$ cat src/rtl/alu_req_arbiter.sv
`default_nettype none
// ============================================================================
// Module   : alu_req_arbiter
// Brief    : Round-robin arbiter sharing one 16-op 4-bit ALU between two
//            valid/ready requesters; holds each result until the owner accepts.
// Revision : 1.0 - initial release
// ============================================================================
module alu_req_arbiter #(
  parameter int COUNT_W = 8
) (
  input  logic               clk,
  input  logic               rst,
  input  logic               req0_valid,
  output logic               req0_ready,
  input  logic [3:0]         req0_op,
  input  logic [3:0]         req0_a,
  input  logic [3:0]         req0_b,
  input  logic               req1_valid,
  output logic               req1_ready,
  input  logic [3:0]         req1_op,
  input  logic [3:0]         req1_a,
  input  logic [3:0]         req1_b,
  output logic               rsp0_valid,
  input  logic               rsp0_ready,
  output logic               rsp1_valid,
  input  logic               rsp1_ready,
  output logic [7:0]         rsp_data,
  output logic               rsp_err,
  output logic               busy,
  output logic [COUNT_W-1:0] op_count
);

  typedef enum logic [1:0] {
    IDLE = 2'd0,
    EXEC = 2'd1,
    RESP = 2'd2
  } state_t;

  state_t               state_q, state_d;
  logic [3:0]           op_q, op_d;
  logic [3:0]           a_q, a_d;
  logic [3:0]           b_q, b_d;
  logic                 owner_q, owner_d;
  logic                 last_grant_q, last_grant_d;
  logic [7:0]           rsp_data_q, rsp_data_d;
  logic                 rsp_err_q, rsp_err_d;
  logic [COUNT_W-1:0]   op_count_q, op_count_d;

  logic                 pick1;
  logic                 idle;
  logic                 rsp_hs;
  logic [7:0]           alu_res;
  logic                 alu_err;
  logic [7:0]           a_ext, b_ext;
  logic                 a_nz, b_nz;

  // Requester 1 wins when alone, or on contention when requester 0 went last.
  assign pick1      = req1_valid & (~req0_valid | ~last_grant_q);
  assign idle       = (state_q == IDLE);
  assign req0_ready = idle & ~rst & req0_valid & ~pick1;
  assign req1_ready = idle & ~rst & pick1;

  assign rsp0_valid = (state_q == RESP) & ~owner_q;
  assign rsp1_valid = (state_q == RESP) & owner_q;
  assign rsp_hs     = owner_q ? rsp1_ready : rsp0_ready;
  assign rsp_data   = rsp_data_q;
  assign rsp_err    = rsp_err_q;
  assign busy       = ~idle;
  assign op_count   = op_count_q;

  assign a_ext = {4'd0, a_q};
  assign b_ext = {4'd0, b_q};
  assign a_nz  = |a_q;
  assign b_nz  = |b_q;

  always_comb begin
    alu_res = 8'd0;
    alu_err = 1'b0;
    case (op_q)
      4'd0:  alu_res = a_ext + b_ext;
      4'd1:  alu_res = a_ext - b_ext;
      4'd2:  alu_res = a_ext * b_ext;
      4'd3:  begin
        if (b_nz) alu_res = a_ext / b_ext;
        else      alu_err = 1'b1;
      end
      4'd4:  begin
        if (b_nz) alu_res = a_ext % b_ext;
        else      alu_err = 1'b1;
      end
      4'd5:  alu_res = {7'd0, a_nz & b_nz};
      4'd6:  alu_res = {7'd0, a_nz | b_nz};
      4'd7:  alu_res = a_ext ^ b_ext;
      4'd8:  alu_res = ~(a_ext ^ b_ext);
      4'd9:  alu_res = {7'd0, ~(a_nz & b_nz)};
      4'd10: alu_res = {7'd0, ~(a_nz | b_nz)};
      4'd11: alu_res = {7'd0, ~a_nz};
      4'd12: alu_res = {7'd0, ~b_nz};
      4'd13: alu_res = {a_ext[6:0], 1'b0};
      4'd14: alu_res = {7'd0, a_ext < b_ext};
      4'd15: alu_res = {7'd0, a_ext > b_ext};
      default: alu_res = 8'd0;
    endcase
  end

  always_comb begin
    state_d      = state_q;
    op_d         = op_q;
    a_d          = a_q;
    b_d          = b_q;
    owner_d      = owner_q;
    last_grant_d = last_grant_q;
    rsp_data_d   = rsp_data_q;
    rsp_err_d    = rsp_err_q;
    op_count_d   = op_count_q;
    case (state_q)
      IDLE: begin
        if (req0_ready | req1_ready) begin
          op_d         = pick1 ? req1_op : req0_op;
          a_d          = pick1 ? req1_a  : req0_a;
          b_d          = pick1 ? req1_b  : req0_b;
          owner_d      = pick1;
          last_grant_d = pick1;
          state_d      = EXEC;
        end
      end
      EXEC: begin
        rsp_data_d = alu_res;
        rsp_err_d  = alu_err;
        state_d    = RESP;
      end
      RESP: begin
        if (rsp_hs) begin
          op_count_d = op_count_q + COUNT_W'(1);
          state_d    = IDLE;
        end
      end
      default: state_d = IDLE;
    endcase
  end

  always_ff @(posedge clk or posedge rst) begin
    if (rst) begin
      state_q      <= IDLE;
      op_q         <= 4'd0;
      a_q          <= 4'd0;
      b_q          <= 4'd0;
      owner_q      <= 1'b0;
      last_grant_q <= 1'b1;
      rsp_data_q   <= 8'd0;
      rsp_err_q    <= 1'b0;
      op_count_q   <= '0;
    end else begin
      state_q      <= state_d;
      op_q         <= op_d;
      a_q          <= a_d;
      b_q          <= b_d;
      owner_q      <= owner_d;
      last_grant_q <= last_grant_d;
      rsp_data_q   <= rsp_data_d;
      rsp_err_q    <= rsp_err_d;
      op_count_q   <= op_count_d;
    end
  end

endmodule
`default_nettype wire

$ cat config.mk
export PLATFORM = sky130hd
export DESIGN_NAME = alu_req_arbiter
export DESIGN_NICKNAME = d
export VERILOG_FILES = /design/src/rtl/alu_req_arbiter.sv
export SDC_FILE = /design/constraint.sdc
export NUM_CORES = 1
export LEC_CHECK = 0
export ABC_CLOCK_PERIOD_IN_PS = 9100
export BUFFER_PORTS_ARGS = -buffer_cell sky130_fd_sc_hd__buf_2
export CORE_AREA = 3 3 93 95
export CTS_CLUSTER_DIAMETER = 150
export CTS_CLUSTER_SIZE = 24
export DETAILED_ROUTE_END_ITERATION = 10
export DIE_AREA = 0 0 96 98
export PLACE_DENSITY = 0.76
export SYNTH_ARGS = -nofsm -noshare
export SYNTH_HDL_FRONTEND = slang
export SYNTH_SLANG_ARGS = --single-unit
$ cat constraint.sdc
create_clock -name clk -period 9.1 [get_ports clk]
set_input_delay 0.455 -clock clk [delete_from_list [all_inputs] [get_ports clk]]
set_output_delay 0.455 -clock clk [all_outputs]
set_load 0.005 [all_outputs]
---- After elaboration in Yosys (flattened, before gate mapping) ----
Cells that the tools add are included.
operators by class
  add/sub/neg operators ................... 3
  multipliers ............................. 1
  div/mod/pow operators ................... 2
  magnitude comparators ................... 2
  equal/unequal tests ..................... 19
  muxes and demuxes ....................... 12
  bitwise gates (word level) .............. 23
  reduce and logical (&&, ||, !) cells .... 8
operators by type and width
  cell                                                 number
  one-hot mux 8 bit (16 select lines)                  1
  equality test 4 bit, second input constant           8
  equality test 4 x 3 -> 1 bit, second input constant  4
  two-way mux 8 bit                                    2
  two-way mux 4 bit                                    3
  inverter 1 bit                                       10
  adder 8 x 1 -> 8 bit, second input constant          1
  AND 1 bit                                            8
  divider 4 x 4 -> 8 bit                               1
  equality test 4 x 2 -> 1 bit, second input constant  2
  modulo 4 x 4 -> 8 bit                                1
  multiplier 4 x 4 -> 8 bit                            1
  inverter 4 -> 8 bit                                  1
  OR reduction 4 bit                                   2
  one-hot mux 2 bit (3 select lines)                   1
  AND reduction 2 bit                                  3
  adder 4 x 4 -> 5 bit                                 1
  subtractor 4 x 4 -> 5 bit                            1
  equality test 4 x 1 -> 1 bit, second input constant  1
  > comparator 4 bit                                   1
  logical NOT 4 bit                                    1
  < comparator 4 bit                                   1
  two-way mux 2 bit                                    2
  bitwise XOR 4 bit                                    1
  other kinds (8)                                      12
storage, ports and cells
  register bits ........................... 33
  input bits .............................. 30
  output and inout bits ................... 22
  word-level logic and storage cells ...... 79

---- Logic depth before layout (Yosys ltp) ----
Gate-level depths: netlist of run 1.
  word-level depth ........................ 8
  depth in mapped cells ................... 52
  gate-level depth less buffers ........... 50

---- Least setup slack after synthesis of run 1 ----
OpenSTA, ideal clock, no wires.
  kind .................................... reg2reg
  from .................................... register b_q[0]
  to ...................................... register rsp_data_q[0] (netlist: rsp_data[0])
  library setup time ...................... 80 ps
  arrival time ............................ 8,802 ps
  data required time ...................... 9,020 ps
  path slack .............................. 218 ps
  stages on the path, launching flop included .. 42
  buffers on the path ..................... 1
  clock period less this slack ............ 8,882 ps
  path through ............................ dfrtp_1 -> inv_1 -> ha_1 -> o21ai_0 -> a21o_2 -> nor2_1 -> ha_1 -> or3_1 -> o22ai_1 -> nand2_1 -> o31ai_1 -> ha_1 -> o2111ai_1 -> nand3_2 -> nor2_1 -> mux2_4 -> ha_1 -> o21a_1 -> (+6 left out) -> ha_1 -> o21a_1 -> o21ai_0 -> nand2b_1 -> a21oi_1 -> inv_1 -> a211oi_1 -> a22oi_4 -> mux2_2 -> ha_1 -> inv_1 -> nor2_1 -> o21ai_0 -> or2b_2 -> or3_4 -> a21oi_4 -> mux2i_1 -> a2bb2oi_1
between the ends
  word-level cells in the longest chain between the ends .. 4
  elaborated cells on any way between the ends .. 18
  classes of those cells .................. 2 x add/sub; 1 x mul; 2 x div; 2 x order compare; 3 x mux; 7 x bitwise; 1 x reduce/logical
RTL lines
  item                                                                           line  RTL
  start: declaration                                                             42    logic [3:0] b_q, b_d;
  start signal: assignment                                                       147   b_q <= 4'd0;
  start signal: assignment                                                       157   b_q <= b_d;
  parallel branches: the longest is 3 deep, another holds modulo 4 x 4 -> 8 bit  -
  one-hot mux 8 bit (16 select lines) (*)                                        79    case (op_q)
  end signal: assignment                                                         160   rsp_data_q <= rsp_data_d;
  end: declaration                                                               45    logic [7:0] rsp_data_q, rsp_data_d;
Mark *: on every way between the ends.
A chain may end at the register's enable or synchronous reset.

---- Worst setup path in the final report of run 1 ----
Ends and elaborated chain as after synthesis.

==> results of run 1 <==
## worst max-delay path, delay by kind of cell (launching register included)
kind,cells,cell delay (ps)
adder cells (fa/ha/maj),6,1740
multiplexers,4,1130
AO/OA/AOI/OAI,18,3020
flip-flops,1,360
buffers and inverters,4,350
AND/OR/NAND/NOR,9,1970
## stage by stage
step | hold slack, ps | std cells | area (sq um)
final | 258.1 | 687 | 4925
after global routing | 290.1 | 687 | 4925
after CTS | 270.1 | 679 | 4791
after detailed placement | 486.1 | 671 | 4658
after global placement | 453.5 | 671 | 4658
after floorplan | 468.3 | 520 | 4243
## cells in the final DEF (no fill, tap or decap), types with 3 or more instances in the layout
| master | instances |
|---|---|
| mux2_2 | 5 |
| clkbuf_8 | 6 |
| o22ai_1 | 5 |
| a21o_1 | 11 |
| xnor2_1 | 17 |
| xor2_1 | 9 |
| nand2b_1 | 6 |
| o211a_1 | 3 |
| a2111oi_0 | 3 |
| and2_1 | 6 |
| nor4_1 | 5 |
| or2_2 | 6 |
| or3_1 | 6 |
| a21oi_1 | 35 |
| a22oi_1 | 3 |
| nand4_1 | 5 |
| ha_1 | 48 |
| a21oi_2 | 4 |
| nand3_1 | 8 |
| mux2i_1 | 18 |
| conb_1 | 4 |
| nor2_1 | 63 |
| a211oi_1 | 3 |
| nor3_1 | 21 |
| o21ai_0 | 13 |
| a31oi_1 | 5 |
| o21a_1 | 10 |
| or4_1 | 3 |
| dfrtp_1 | 32 |
| buf_4 | 23 |
| nand2_1 | 32 |
| nor2b_1 | 5 |
| o221ai_1 | 3 |
| fa_1 | 7 |
| buf_2 | 51 |
| inv_1 | 31 |
## area by class of cell
class                           count  share of cell area [%]
Multi-Input combinational cell    439                   67.20
Sequential cell                    33                   16.79
Timing Repair Buffer               74                   8.689
Tap cell                          102                   2.591
Inverter                           31                   2.363
Clock buffer                        7                   1.753
Clock inverter                      1                  0.6098
## metal layers
layer,global-route usage [%],part of all wire [%]
met5,0,0
met4,8.096,2.4
met3,3.621,5.9
met2,40.73,47
met1,33.37,44
## registers in the layout, summed over array words and instances, names as in the netlist
name          flops
owner_q           1
rsp_data          8
op_count          8
rsp_err           1
b_q               4
op_q              4
last_grant_q      1
state_q           2
a_q               4
## path summary, 6_finish.rpt
| check | from | to | cells after the start |
|---|---|---|---|
| max | b_q[0] | rsp_data[0] | 41 |
| min | rst | rsp_data[4] | 3 |
| max reg2reg | b_q[0] | rsp_data[0] | 41 |
| min reg2reg | op_count[6] | op_count[6] | 1 |
| max in group asynchronous | rst | last_grant_q | 3 |
| min in group clk | req0_valid | last_grant_q | 2 |
## logic make-up after synthesis
logic type               Yosys count  share of synthesized area (%)
adder cells (fa/ha/maj)           57                          18.10
buffers and inverters             48                          4.642
XOR/XNOR                          26                          5.381
AO/OA/AOI/OAI                    142                          23.68
AND/OR/NAND/NOR                  184                          22.03
multiplexers                      26                          6.534
flip-flops                        33                          19.54
other                              1                        0.08862
## what timing repair did
action,in CTS,in global routing
pin swaps,0,8
gates resized for setup,4,17
buffers inserted,0,8
setup endpoints to repair,8,8
==> results by group, run 1 <==
Drt
  • Vias post-DR: 4104
  • Routed len/inst: ~16 um
  • Routed vias/inst: ~6
  • DR iter-0 viols: 240
  • First-pass DRT Iterations: 5
  • Routed Antenna Nets: 0
  • Post-route DRC: 0
  • Drt total wl: 11290 um

Die
  • Initial cell density of the core: 54.20%
  • Core Box Area: 7807 sq um
  • Die height: 98 um
  • DIE AREA: roughly 9400 sq um
  • Die width: 96 um
  • Num rows: 32
  • Ports: 52

Worst setup path
  • R2R Setup Slk: 430 ps
  • Worst path slowest cell: dfrtp_1
  • Critical path required time: 9310 ps
  • Critical path capture point type: register
  • Critical path arrival: 8880 ps
  • CP most frequent cell: ha_1
  • Max Fanout on Critical Path: 8
  • CP Launch Type: register
  • Worst path max stage delay: 360 ps
  • Critical setup path kind: reg -> reg

Synthesis
  • Yosys warnings: 0
  • Yosys top cell by area: dfrtp_1
  • Post-synth ARST share: 100.0%
  • Top FF cell, synth: dfrtp_1
  • Post-Syn Area per Cell: 8.185 sq um
  • Synth top area share: around a fifth
  • EDFF count, synth: 0
  • Synth Register Bits: 33
  • Post-Syn Area: 4232 sq um
  • Count leader, synth: nor2_1
  • Area contributors post-synth: dfrtp_1 19%, ha_1 15%, nor2_1 5.7%
  • Netlist cell types: 79
  • Sequential area share after synthesis: 19.54%
  • Gate Count Post-Synth: 517
  • Synth cell count leaders: 64 x nor2_1, 50 x ha_1, 39 x a21oi_1

Global route
  • Overflow after GRT: 0
  • Initial antenna violation count: 0
  • Total Routing Usage GR: 24.90%
  • Vias in the first global route: 4013
  • Largest net degree at the start of global routing: 34
  • First-pass GRT wire length: 19000 um

Place
  • Post-DP HPWL: 8513 um
  • IO buf count: 51
  • DP Worst Slack: -215.0 ps
  • Routability cong.: about 0.95

Timing
  • Slew HR: between 30 and 40%
  • Final period util: roughly 95%
  • Worst Tran Pin Value: a little under 900 ps
  • Worst setup margin: around 430 ps
  • Final TNS setup: 0 ps
  • Setup Skew: 8.687 ps
  • Final Max Slew Viols: 0
  • Fin. Hold Viols: 0
  • Final Setup Violations: 0
  • Max Freq: 115.4 MHz
  • Final min period: 8667 ps

Clock tree
  • CTS Buf Count: 5
  • Clock sinks: 33
  • CTS tree: yes
  • Skew-Pair Late Insertion Delay: 290 ps
  • Clk slew on worst S/H paths: 80 ps
  • Root Buffer Master: clkbuf_8
  • CTS Hold Bufs: 0
  • H-Tree Level Count: 2
  • Maximum clock path buffer count: 2

Status
  • Status: completed

Layout
  • Layout area overhead: 16.38%
  • Area of the multi-input gates: 3309 sq um
  • Layout cells sized above 1: 22.74%
  • Layout Nets: around 670
  • N_diodes: 0
  • Utilization after layout: between 60 and 70%
  • Filler cell count: 693
  • FF+latch area: 827.0 sq um

Min path
  • Min-Delay Path Class: in -> async

Run
  • # Max-Cap Violations: 0
Power of run 1 is left out: the tool's default activity adds up to more than one toggle a clock period on the data nets, which glitch-free logic cannot reach.
==> run 2, diff against run 1 <==
Settings changed: RECOVER_POWER set to 100, SLEW_MARGIN set to 15.
==> results by group, run 2 (synthesized netlist as in run 1, its figures left out) <==
Timing
  • Final min period: 8656 ps (-11.27 ps)
  • Max Freq: 115.5 MHz (+0.13%)
  • Slew HR: -20.83% (-60 points)
  • Final Max Slew Viols: 34 (+34)
  • Setup Skew: 8.871 ps (+0.1838 ps)
  • Fin. Hold Viols: 0 (unchanged)
  • Final Setup Violations: 0 (unchanged)
  • Final TNS setup: 0 ps (unchanged)
  • Worst setup margin: 444.5 ps (+11.27 ps)
  • Final period util: 95.12% (-0.12 points)
  • Worst Tran Pin Value: 1812 ps (+921.3 ps)
  • Hold slack: 347.9 ps (+89.84 ps)

Place
  • Routability cong.: 0.9523 (unchanged)
  • IO buf count: 51 (unchanged)
  • Post-DP HPWL: 8513 um (unchanged)
  • Placed Instance Area: 4658 sq um (unchanged)
  • DP Worst Slack: -215.0 ps (unchanged)

Worst setup path
  • R2R Setup Slk: 440 ps (about the same)
  • Critical path capture point type: register
  • Worst path max stage delay: 360 ps (about the same)
  • Worst path slowest cell: dfrtp_1
  • Critical setup path kind: reg -> reg
  • Critical path required time: 9310 ps (about the same)
  • Max Fanout on Critical Path: 8 (unchanged)
  • Cells on worst reg2reg path: 41 (unchanged)
  • Worst Setup SP: b_q[0]
  • Worst r2r src: b_q[0]
  • Critical path arrival: 8870 ps (about the same)
  • CP Buf/Inv Count: 4 (unchanged)
  • CP Launch Type: register
  • CP delay by family, top: compound AO/OA/AOI/OAI gates
  • CP most frequent cell: ha_1
  • RR Endpoint: rsp_data[0]

Clock tree
  • Maximum clock path buffer count: 2 (unchanged)
  • CTS Hold Bufs: 0 (unchanged)
  • Skew-Pair Late Insertion Delay: 290 ps (about the same)
  • CTS Buf Count: 5 (unchanged)
  • Root Buffer Master: clkbuf_8
  • CTS tree: yes
  • H-Tree Level Count: 2 (unchanged)
  • Clock sinks: 33 (unchanged)
  • Clk slew on worst S/H paths: 80 ps (about the same)

Layout
  • Area of the multi-input gates: 3309 sq um (unchanged)
  • Most frequent cells in the layout: 63 x nor2_1, 48 x ha_1, 39 x buf_2
  • Filler cell count: 699 (+0.87%)
  • Layout Nets: 671 (unchanged)
  • Final instance area: 4903 sq um (-0.43%)
  • Layout cells sized above 1: 20.51% (-2.2 points)
  • Commonest non-fill, non-tap cell in the layout: nor2_1
  • FF+latch area: 827.0 sq um (unchanged)
  • N_diodes: 0 (unchanged)
  • Layout area overhead: 15.88%

Drt
  • Routed vias/inst: 5.959 (-0.24%)
  • Routed Antenna Nets: 0 (unchanged)
  • DR iter-0 viols: 279 (+16%)
  • Routed len/inst: 16.39 um (-0.25%)
  • Vias post-DR: 4094 (-0.24%)
  • First-pass DRT Iterations: 6 (+1)
  • Drt total wl: 11260 um (-0.25%)
  • Post-route DRC: 0 (unchanged)

Run
  • # Max-Cap Violations: 1 (+1)

Status
  • Status: finished with violations
  • Failing checks: capacitance limit, slew limit

Global route
  • First-pass GRT wire length: 19000 um (unchanged)
  • Overflow after GRT: 0 (unchanged)
  • Initial antenna violation count: 0 (unchanged)
  • GRT busiest layer: met2
  • Largest net degree at the start of global routing: 34 (unchanged)
  • Vias in the first global route: 4013 (unchanged)
  • Total Routing Usage GR: 24.90% (unchanged)
  • GRT met1 Usage: 33.37% (unchanged)
  • Met3 GRT Util: 3.621% (unchanged)
  • Met2 usage: 40.73% (unchanged)

Die
  • Core Box Area: 7807 sq um (unchanged)
  • Ports: 52 (unchanged)
  • Num rows: 32 (unchanged)
  • Die width: 96 um (unchanged)
  • Initial cell density of the core: 54.20% (unchanged)
  • DIE AREA: 9408 sq um (unchanged)
  • Die height: 98 um (unchanged)

Min path
  • Min-Delay Startpoint: req0_valid
  • Min-Delay Path Class: in -> reg
  • Worst Hold Path EP: last_grant_q
  • Hold Crit Depth: 2
[run 2: cell types whose count changed in the layout (fill, tap and decap cells not counted), sizes merged]
cell	change
clkbuf	+14
buf	-14
[run 2: per-stage QoR]
stage	instances	util, %
3_3_place_gp	671	59.66
3_5_place_dp	671	59.66
6_report	687	62.80
5_1_grt	687	62.80
4_1_cts	679	61.36
2_1_floorplan	520	-
[run 2: how the worst max path moves through the flow]
stage / cells after the start / endpoint / slack (ps)
2_1_floorplan: 41 / rsp_data[0] / 220
3_3_place_gp: 39 / rsp_data[0] / 230
3_5_place_dp: 39 / rsp_data[0] / -220
4_1_cts: 39 / rsp_data[0] / 30
5_1_grt: 42 / rsp_data[0] / -40
6_report: 41 / rsp_data[0] / 440
[run 2: final cells by class]
cell class,count,area share (%)
clock buffer,7,1.761
timing repair buffer,74,8.293
tap,102,2.603
sequential,33,16.87
clock inverter,1,0.6124
inverter,31,2.373
multi-input combinational,439,67.49
[run 2: timing repair]
| action | CTS | global route |
|---|---|---|
| setup endpoints to repair | 8 | 8 |
| buffers inserted | 0 | 8 |
| pin swaps | 0 | 8 |
| resized for setup | 4 | 17 |
[run 2: per-layer routing]
metal,wire (um),up-vias,part of all wire (%)
li1,-,2019,-
met5,0,-,0
met4,287,0,2.5
met3,696,34,6.2
met2,5300,168,47
met1,4973,1873,44
Power of run 2 is left out for the same reason.
==> run 3, diff against run 2 <==
Settings changed: PLACE_DENSITY 0.76 to 0.83.
==> results by group, run 3 (synthesized netlist as in run 1, its figures left out) <==
Clock tree
  • Clock sinks: 33 (unchanged)
  • Maximum clock path buffer count: 2 (unchanged)
  • Clk slew on worst S/H paths: 70 ps (about the same)
  • CTS Buf Count: 5 (unchanged)
  • Skew-Pair Late Insertion Delay: 290 ps (about the same)
  • CTS tree: yes
  • H-Tree Level Count: 2 (unchanged)
  • Root Buffer Master: clkbuf_8

Die
  • Die width: 96 um (unchanged)
  • Num rows: 32 (unchanged)
  • Core Box Area: 7807 sq um (unchanged)
  • Ports: 52 (unchanged)
  • Die height: 98 um (unchanged)
  • Initial cell density of the core: 54.20% (unchanged)
  • DIE AREA: 9408 sq um (unchanged)

Worst setup path
  • CP Buf/Inv Count: 3 (-1)
  • Critical path capture point type: register
  • Worst path max stage delay: 360 ps (about the same)
  • Worst path slowest cell: dfrtp_1
  • CP most frequent cell: ha_1
  • Critical setup path kind: reg -> reg
  • Critical path required time: 9310 ps (about the same)
  • Critical path arrival: 8880 ps (about the same)
  • CP Launch Type: register
  • CP delay by family, top: compound AO/OA/AOI/OAI gates
  • Max Fanout on Critical Path: 7 (-1)

Global route
  • GRT met1 Usage: 33.45% (+0.080 points)
  • Largest net degree at the start of global routing: 34 (unchanged)
  • Vias in the first global route: 4047 (+0.85%)
  • GRT busiest layer: met2
  • Total Routing Usage GR: 24.74% (-0.16 points)
  • Overflow after GRT: 0 (unchanged)
  • Met2 usage: 40.79% (+0.053 points)
  • Met3 GRT Util: 2.773% (-0.85 points)
  • First-pass GRT wire length: 18960 um (-0.18%)
  • Initial antenna violation count: 0 (unchanged)

Place
  • IO buf count: 51 (unchanged)
  • Post-DP HPWL: 8814 um (+3.5%)
  • Placed cell count: 671 (unchanged)
  • Routability cong.: 0.9609 (+0.90%)

Timing
  • Setup Skew: 8.987 ps (+0.1163 ps)
  • Slew HR: -22.10% (-1.3 points)
  • Final period util: 95.36% (+0.24 points)
  • Max Freq: 115.2 MHz (-0.25%)
  • Final Setup Violations: 0 (unchanged)
  • Fin. Hold Viols: 0 (unchanged)
  • Final min period: 8677 ps (+21.93 ps)
  • Final Max Slew Viols: 34 (unchanged)
  • Worst Tran Pin Value: 1831 ps (+19.08 ps)

Drt
  • DR iter-0 viols: 237 (-15%)
  • Post-route DRC: 0 (unchanged)
  • Routed vias/inst: 6.032 (+1.2%)
  • Drt total wl: 11520 um (+2.4%)
  • Routed len/inst: 16.77 um (+2.4%)
  • Vias post-DR: 4144 (+1.2%)
  • First-pass DRT Iterations: 4 (-2)
  • Routed Antenna Nets: 0 (unchanged)

Layout
  • Most frequent cells in the layout: 62 x nor2_1, 47 x ha_1, 43 x buf_2
  • FF+latch area: 827.0 sq um (unchanged)
  • N_diodes: 0 (unchanged)
  • Filler cell count: 696 (-0.43%)
  • Layout area overhead: 16.56%
  • Layout Nets: 671 (unchanged)
  • Layout cells sized above 1: 22.22% (+1.7 points)
  • Commonest non-fill, non-tap cell in the layout: nor2_1
  • Area of the multi-input gates: 3363 sq um (+1.6%)
  • Non-filler cells, final: 687 (unchanged)

Status
  • Status: finished with violations
  • Failing checks: capacitance limit, slew limit

Run
  • # Max-Cap Violations: 1 (unchanged)

Min path
  • Min-Delay Path Class: in -> reg
-- run 3: path summary, 6_finish.rpt --
check	start	to	slack [ps]	depth (start not counted)
max	b_q[1]	rsp_data[0]	420	39
min	req0_valid	last_grant_q	350	2
max reg2reg	b_q[1]	rsp_data[0]	420	39
min reg2reg	op_count[7]	op_count[7]	480	1
max in group asynchronous	rst	rsp_data[2]	7230	3
min in group asynchronous	rst	owner_q	810	3
-- run 3: stage by stage --
step	setup slack [ps]	setup TNS (ps)	area, sq um	util, %	hold WS [ps]
floorplan	218.3	0	4243	-	468.3
global placement	128.1	0	4658	59.66	453.5
detailed placement	-561.5	-3892	4658	59.66	474.0
CTS	8.075	0	4802	61.51	271.1
global route	-40.78	-95.72	4932	63.17	351.0
finish	422.6	0	4932	63.17	350.5
-- run 3: area by class of cell --
type | count | area share (%)
clock inverter | 3 | 0.3551
clock buffer | 5 | 1.395
sequential | 33 | 16.77
inverter | 31 | 2.359
tap | 102 | 2.588
multi-input combinational | 439 | 68.19
timing repair buffer | 74 | 8.346
-- run 3: repair_timing --
item / 4_1_cts / 5_1_grt
hold buffers: 0 / 0
pin swaps: 1 / 8
cloned: 0 / 0
buffers inserted: 1 / 7
gates resized for setup: 10 / 23
setup endpoints to repair: 8 / 8
-- run 3: layer usage --
metal  up-vias  wire, um  share of wire [%]
met5         -         0                  0
met4         0       380                3.3
met3        28       626                5.4
met2       171      5423                 47
met1      1922      5093                 44
li1       2023         -                  -
Power of run 3 is left out for the same reason.
